[src/rtl/fetch_decode_pipe_unit.sv]
// -----------------------------------------------------------------------------
// fetch_decode_pipe_unit
//   Fetch-to-decode pipeline register backed by a one-entry skid buffer. Words
//   returned by the synchronous instruction memory are captured here and handed
//   to decode in strict FIFO order. A word that arrives while decode stalls
//   goes into the skid buffer, so nothing in flight is lost. A flush from
//   execute squashes everything held and replaces it with a NOP bubble.
//
// Ports
//   clock, reset        rising-edge clock; asynchronous active-high reset
//   stall               decode cannot take the presented word this cycle
//   flush               squash all held words (taken branch/jump)
//   fetch_valid         instruction_fetch / PC_fetch carry a word
//   instruction_fetch   instruction word from instruction memory
//   PC_fetch            PC of instruction_fetch
//   fetch_ready         a word can be accepted this cycle (registered state only)
//   instruction_decode  word presented to decode (NOP_INST when not valid)
//   PC_decode           PC of instruction_decode
//   valid_decode        instruction_decode is a real instruction
//   overflow_error      sticky: fetch_valid seen while fetch_ready was low
//   flush_count         saturating count of valid words squashed by flush
//
// FLUSH_COUNT_INIT is the reset value of flush_count. It defaults to zero and
// lets the saturation logic be exercised without 64k flushes.
// -----------------------------------------------------------------------------
module fetch_decode_pipe_unit #(
    parameter int                    DATA_WIDTH       = 32,
    parameter int                    ADDRESS_BITS     = 20,
    parameter logic [DATA_WIDTH-1:0] NOP_INST         = 32'h00000013,
    parameter logic [15:0]           FLUSH_COUNT_INIT = 16'h0000
) (
    input  logic                    clock,
    input  logic                    reset,
    input  logic                    stall,
    input  logic                    flush,
    input  logic                    fetch_valid,
    input  logic [DATA_WIDTH-1:0]   instruction_fetch,
    input  logic [ADDRESS_BITS-1:0] PC_fetch,
    output logic                    fetch_ready,
    output logic [DATA_WIDTH-1:0]   instruction_decode,
    output logic [ADDRESS_BITS-1:0] PC_decode,
    output logic                    valid_decode,
    output logic                    overflow_error,
    output logic [15:0]             flush_count
);

    // EMPTY: nothing held. ONE: output register valid. FULL: output + skid valid.
    typedef enum logic [1:0] {
        EMPTY = 2'd0,
        ONE   = 2'd1,
        FULL  = 2'd2
    } state_t;

    state_t                  state, state_next;
    logic [DATA_WIDTH-1:0]   out_inst, out_inst_next;
    logic [ADDRESS_BITS-1:0] out_pc, out_pc_next;
    logic [DATA_WIDTH-1:0]   skid_inst, skid_inst_next;
    logic [ADDRESS_BITS-1:0] skid_pc, skid_pc_next;
    logic                    overflow, overflow_next;
    logic [15:0]             squashed, squashed_next;

    logic                    consume;
    logic                    accept;
    logic [1:0]              held;
    logic [16:0]             squashed_sum;

    // Ready and valid come straight from the state register, so there is no
    // combinational path from stall/flush to fetch_ready.
    assign fetch_ready        = (state != FULL);
    assign valid_decode       = (state != EMPTY);
    assign instruction_decode = out_inst;
    assign PC_decode          = out_pc;
    assign overflow_error     = overflow;
    assign flush_count        = squashed;

    assign consume = valid_decode & ~stall;
    assign accept  = fetch_valid & fetch_ready;

    always_comb begin
        // NOTE: every signal driven here gets a default first, so no path
        // through the case leaves a value unassigned and no latch is inferred.
        state_next     = state;
        out_inst_next  = out_inst;
        out_pc_next    = out_pc;
        skid_inst_next = skid_inst;
        skid_pc_next   = skid_pc;
        overflow_next  = overflow;
        squashed_next  = squashed;
        held           = 2'd0;

        // A word offered while not ready is dropped; remember that it happened.
        if (fetch_valid && !fetch_ready) begin
            overflow_next = 1'b1;
        end

        unique case (state)
            ONE:     held = 2'd1;
            FULL:    held = 2'd2;
            default: held = 2'd0;
        endcase
        squashed_sum = {1'b0, squashed} + 17'(held);

        if (flush) begin
            // Squash everything; the word offered this cycle is discarded too.
            state_next    = EMPTY;
            out_inst_next = NOP_INST;
            squashed_next = squashed_sum[16] ? 16'hFFFF : squashed_sum[15:0];
        end else begin
            unique case (state)
                EMPTY: begin
                    if (accept) begin
                        out_inst_next = instruction_fetch;
                        out_pc_next   = PC_fetch;
                        state_next    = ONE;
                    end
                end
                ONE: begin
                    if (consume && accept) begin
                        out_inst_next = instruction_fetch;
                        out_pc_next   = PC_fetch;
                    end else if (consume) begin
                        // Drained: bubble to decode, PC of the last word stays.
                        out_inst_next = NOP_INST;
                        state_next    = EMPTY;
                    end else if (accept) begin
                        skid_inst_next = instruction_fetch;
                        skid_pc_next   = PC_fetch;
                        state_next     = FULL;
                    end
                end
                FULL: begin
                    if (consume) begin
                        out_inst_next = skid_inst;
                        out_pc_next   = skid_pc;
                        state_next    = ONE;
                    end
                end
                default: begin
                    state_next    = EMPTY;
                    out_inst_next = NOP_INST;
                end
            endcase
        end
    end

    // NOTE: sequential state uses non-blocking assignments so every register
    // samples the pre-edge values regardless of statement order.
    always_ff @(posedge clock or posedge reset) begin
        if (reset) begin
            // NOTE: the skid buffer is only two registers, so it is cleared with
            // the rest of the state; held words must never survive a reset.
            state     <= EMPTY;
            out_inst  <= NOP_INST;
            out_pc    <= '0;
            skid_inst <= '0;
            skid_pc   <= '0;
            overflow  <= 1'b0;
            squashed  <= FLUSH_COUNT_INIT;
        end else begin
            state     <= state_next;
            out_inst  <= out_inst_next;
            out_pc    <= out_pc_next;
            skid_inst <= skid_inst_next;
            skid_pc   <= skid_pc_next;
            overflow  <= overflow_next;
            squashed  <= squashed_next;
        end
    end

endmodule

[config.mk]
export PLATFORM = sky130hd
export DESIGN_NAME = fetch_decode_pipe_unit
export DESIGN_NICKNAME = d
export VERILOG_FILES = /design/src/rtl/fetch_decode_pipe_unit.sv
export SDC_FILE = /design/constraint.sdc
export NUM_CORES = 1
export LEC_CHECK = 0
export BUFFER_PORTS_ARGS = -buffer_cell sky130_fd_sc_hd__buf_2
export CAP_MARGIN = 20
export CORE_ASPECT_RATIO = 1.75
export CORE_MARGIN = 2
export CORE_UTILIZATION = 54
export CTS_BUF_LIST = sky130_fd_sc_hd__clkbuf_8 sky130_fd_sc_hd__clkbuf_16
export DETAILED_ROUTE_END_ITERATION = 10
export PLACE_DENSITY = 0.88
export SYNTH_ARGS = -nofsm -noshare
export SYNTH_HDL_FRONTEND = slang
export SYNTH_SLANG_ARGS = --single-unit
export TNS_END_PERCENT = 20
[constraint.sdc]
create_clock -name clock -period 4.7 [get_ports clock]
set_clock_uncertainty 0.15 [all_clocks]
set_input_delay 0.705 -clock clock [delete_from_list [all_inputs] [get_ports clock]]
set_output_delay 0.705 -clock clock [all_outputs]
set_load 0.05 [all_outputs]
# Yosys cells after proc, flatten, opt, wreduce, memory -nomap -nowiden
# Index checks and enable logic that the tools add are counted.
[word_totals] output_inout_bits=71 regBits=123 input_bits=57 elab_cells=54
[classes] n_eq_ne=11 n_bitwise=6 n_reduce_logical=10 add_sub_neg=1 muxes=19
[ops] cell="$mux 32" n=5
[ops] cell="$pmux 32 s3" n=1
[ops] cell="$mux 20" n=3
[ops] cell="$pmux 20 s3" n=1
[ops] cell="$add 16x2->17" n=1
[ops] cell="$mux 16" n=1
[ops] cell="$mux 2" n=6
[ops] cell="$reduce_and 5->1" n=2
[ops] cell="$ne 3x3->1 const B" n=3
[ops] cell="$ne 2x2->1 const B" n=4
[ops] cell="$ne 4x4->1 const B" n=2
[ops] cell="$pmux 2 s3" n=1
[ops] cell="$not 1->1" n=4
[ops] cell="$pmux 2 s2" n=1
[ops] cell="$reduce_and 4->1" n=1
[ops] cell="$reduce_and 3->1" n=1
[ops] cell="$reduce_bool 3->1" n=1
[ops] cell="$and 1x1->1" n=2
[ops] cell="$eq 2x1->1 const B" n=1
[ops] cell="$eq 2x2->1 const B" n=1
[ops] cell="$logic_and 1x1->1" n=2
[ops] cell="$logic_not 2->1" n=1
[ops] cell="$reduce_bool 2->1" n=1
[ops] cell="$logic_not 1->1" n=1

# Depth between registers and ports, before layout
[logic_depth] ltp_word=7 mapped_depth=12 ltp_nobuf=7

# Worst setup path before layout
# No wires, ideal clock.
[synth_timing] path_type="register -> register" from="register state[0]" to="register squashed[10] (netlist: flush_count[10])" stages_incl_launch_ff=13 t_required_ns=4.480 arrival_time_ns=2.655 synth_period_minus_slack_ns=2.875 path_slack_ns=1.825 path_cell_list="dfrtp_1 buf_2 nor2b_1 buf_2 inv_2 clkbuf_1 xnor2_1 ha_1 o211ai_2 or3_1 buf_2 buf_6 nand3_1"
[synth_between] elab_chain_len=4 elab_cells_between_ends=5 classes_between="add/sub: 1; eq/ne: 2; mux: 2"
[synth_lines] item="from (decl)" line="54" rtl="state_t state, state_next;"
[synth_lines] item="from (signal assigned)" line="160" rtl="state <= state_next;"
[synth_lines] item="$eq 2x2->1 or $eq 2x1->1 (tied branches)" line="96" rtl="unique case (state)"
[synth_lines] item="$pmux 2 s2 (*)" line="96"
[synth_lines] item="$add 16x2->17 (*)" line="101" rtl="squashed_sum = {1'b0, squashed} + 17'(held);"
[synth_lines] item="$mux 16 (*)" line="107" rtl="squashed_next = squashed_sum[16] ? 16'hFFFF : squashed_sum[15:0];"
[synth_lines] item="to (signal assigned)" line="166" rtl="squashed <= squashed_next;"
[synth_lines] item="to (decl)" line="60" rtl="logic [15:0] squashed, squashed_next;"
# Mark *: on every way between the ends. The rest lies on a longest branch, timed or not.
# A chain may end at the register's enable or synchronous reset.

# Worst setup path in the final report
[layout_timing] from="register state[1]" to="register squashed[7] (netlist: flush_count[7])"
# Same word-level chain as after synthesis.

==> results.yml <==
run_status:
  status: "complete, no violations"
critical_path:
  critPathCaptureType: "flip-flop"
  path_max_fanout: 24
  rrSetupSlack_ns: 1.97
  rr_endpoint: "flush_count[7]"
  worst_setup_path_start_kind: "flip-flop"
  worst-r2r-cell-count: 7
  worst_r2r_startpoint: "state[1]"
  arrival_ns: 2.92
  crit_end: "flush_count[7]"
  cp.required_ns: 4.89
  worstSetupStartpoint: "state[1]"
  critPathKind: "reg -> reg"
sta:
  setup_viol: 0
  grt_setup_unrepaired: "false"
  fin_tns_setup_ns: 0
  hold_violations: 0
  relSlewSlack_pct: 41.6
  drv_slew: 0
  worst_slew_pin_slew_ns: 0.874
  fin_crit_ns: 2.73
  clock.fmax_ghz: 0.366
  layout_setup_ws_ns: 1.97
  fin_crit_sh_pct: 58.1
  holdWs_ns: 0.0484
clock_network:
  numCtsBuffers: 17
  cts_buffer_depth: 2
  post_cts_buffers: 0
  insertion_delay_ns: 0.41
  clkTransAtPathRegs_ns: 0.05
  clock-root-buffer: "clkbuf_16"
  htree_levels: 4
  cts-resized-gates: 0
  hold_buffers: 0
  cts_tree: "yes"
  clock-sinks: 123
synthesis:
  netlist_top_cells_count: "dfrtp_1, mux2_1, nand2_1"
  synth_most_common_cell: "dfrtp_1"
  synth_warnings: 0
  synth_top_family_by_area: "multiplexers"
  synthMuxAreaShare_pct: 15.8
  netlist_instances: 452
  synth_edf_count: 0
  synth_cell_type_count: 47
  synth.cell_area_sq_um: 5420
  netlist.area_leader.share_pct: 55.4
  async_reset_ff_share_pct: 100
  ys_seq_area_share_pct: 56.9
  synth_compound_area_share_pct: 12.2
  ys_ff_latch: 123
  synthTopCellsByArea: "dfrtp_1, mux2_1, nand2_1"
  yosys.area.top_type: "dfrtp_1"
  syn-num-nets: 511
  synthAdderAreaFrac_pct: 0.462
  synth_top_flop_cell: "dfrtp_1"
  synth-xor-area-share_pct: 0.970
  yosys.area_share.simple_pct: 10.4
  syn_area_per_cell_sq_um: 12.0
power:
  power_leakage_nw: 3.41
  peakVddDrop_mv: 0.314
  powerDensity_nw_per_um2: 517
routing:
  wl_mm: 12.3
  drt_iter0_drc: 151
  drt_pass1_iterations: 4
  ant_nets: 0
  vias: 4030
  wire_per_inst_microns: 17.2
  vias_per_cell: 5.64
  drc: 0
placed_design:
  place_inst: 680
  place_hpwl_mm: 8.10
  place_congestion: 0.805
  pre_cts_slack_ns: 1.73
  placed_area_sq_um: 6150
  port_buffers: 127
final_layout:
  final_cells: 714
  fin_nets: 635
  drive_gt1_share_pct: 30.7
  fin_area_sq_um: 6840
  syn_to_final_growth_pct: 26.2
  diodes: 0
floorplanning:
  initial_core_util_pct: 55.3
  die_y_microns: 136
  ios: 128
  dieWidth_microns: 79.7
  fp.coreArea_sq_um: 9790
  dieArea_sq_um: 10900
  num_rows: 48
grt:
  overflow: 0
  grt_use_total_pct: 23.3
  grt_first_pass_wirelength_mm: 19.4
  antenna_found_initial: 0
  grt_max_degree: 89
  grt_pass1_vias: 4001
min_path:
  hp-class: "in -> async"
job:
  cap_violations: 0
[cell families (layout without fill, tap and decap cells)]
logic type	Yosys count	after routing
mux	76	76
flops	123	123
compound gates	85	85
simple gates	120	120
xor+xnor	6	6
buf+inv	40	177
fa+ha+maj	2	2
[flip-flops by register name (all words and copies together), names as in the netlist]
register            flops
flush_count            16
overflow_error          1
PC_decode              20
instruction_decode     32
skid_inst              32
state                   2
skid_pc                20
[layer usage]
metal | vias to the layer above | wire length (microns) | track usage, % | part of all wire [%]
met5 | - | 0 | 0 | 0
met1 | 2025 | 4810 | 27.1 | 39
met2 | 116 | 6580 | 39.7 | 54
li1 | 1865 | - | - | -
met3 | 24 | 640 | 6.37 | 5.2
met4 | 0 | 223 | 10.3 | 1.8
[layout make-up]
| cell class | count | area [sq um] |
|---|---|---|
| flip-flops and latches | 123 | 3080 |
| fillers | 689 | 2950 |
| multi-input cells | 289 | 2180 |
| repair buffers | 135 | 731 |
| clock buffers | 21 | 480 |
| clock inverters | 11 | 166 |
| well taps | 125 | 156 |
| inverters | 10 | 40.0 |
[through the flow]
step / util, % / total power [mW]
6_report: 69.8 / 3.54
2_1_floorplan: - / 1.92
3_5_place_dp: 62.8 / 2.14
4_1_cts: 69.4 / 3.56
5_1_grt: 69.8 / 3.67
3_3_place_gp: 62.6 / 2.09
[how the worst min path moves through the flow]
| stage | startpoint | end | slack, ns | cells after the start |
|---|---|---|---|---|
| after detailed placement | overflow_error | overflow_error | 0.30 | 1 |
| after global placement | instruction_decode[1] | instruction_decode[1] | 0.30 | 2 |
| final | reset | instruction_decode[29] | 0.05 | 2 |
| after CTS | overflow_error | overflow_error | 0.32 | 1 |
| after floorplan | skid_inst[0] | skid_inst[0] | 0.30 | 1 |
| after global routing | reset | instruction_decode[29] | 0.05 | 2 |
[worst max-delay path, stage by stage, from the launching register on]
cell and delay [ns]:
dfrtp_1 0.52, nor2b_4 0.20, inv_2 0.36, xnor2_1 0.18
ha_1 0.26, o211ai_2 0.18, or3_1 0.62, nand3_1 0.17
[layout by cell type (no fill, tap or decap), drive strengths merged, types with 2 or more instances in the layout]
cell | Yosys | routed
a21oi | 3 | 3
a22oi | 30 | 30
a32oi | 3 | 3
buf | 20 | 135
bufinv | 0 | 4
clkbuf | 10 | 21
clkinv | 0 | 3
dfrtp | 120 | 120
dfstp | 3 | 3
ha | 2 | 2
inv | 10 | 13
mux2 | 74 | 74
mux2i | 2 | 2
nand2 | 74 | 74
nand2b | 7 | 7
nand3 | 11 | 11
nor2 | 6 | 6
nor2b | 5 | 5
nor3 | 2 | 2
o211ai | 2 | 2
o21ai | 7 | 7
o2bb2ai | 29 | 29
o31ai | 3 | 3
or3 | 6 | 6
or4 | 3 | 3
xnor2 | 2 | 2
xor2 | 4 | 4
[power by group]
group	internal [mW]	switching (mW)	total, mW
sequential	1.27	0.131	1.40
combinational	0.227	0.492	0.720
clock	0.942	0.470	1.41
Power figures use the tool's default switching activity.
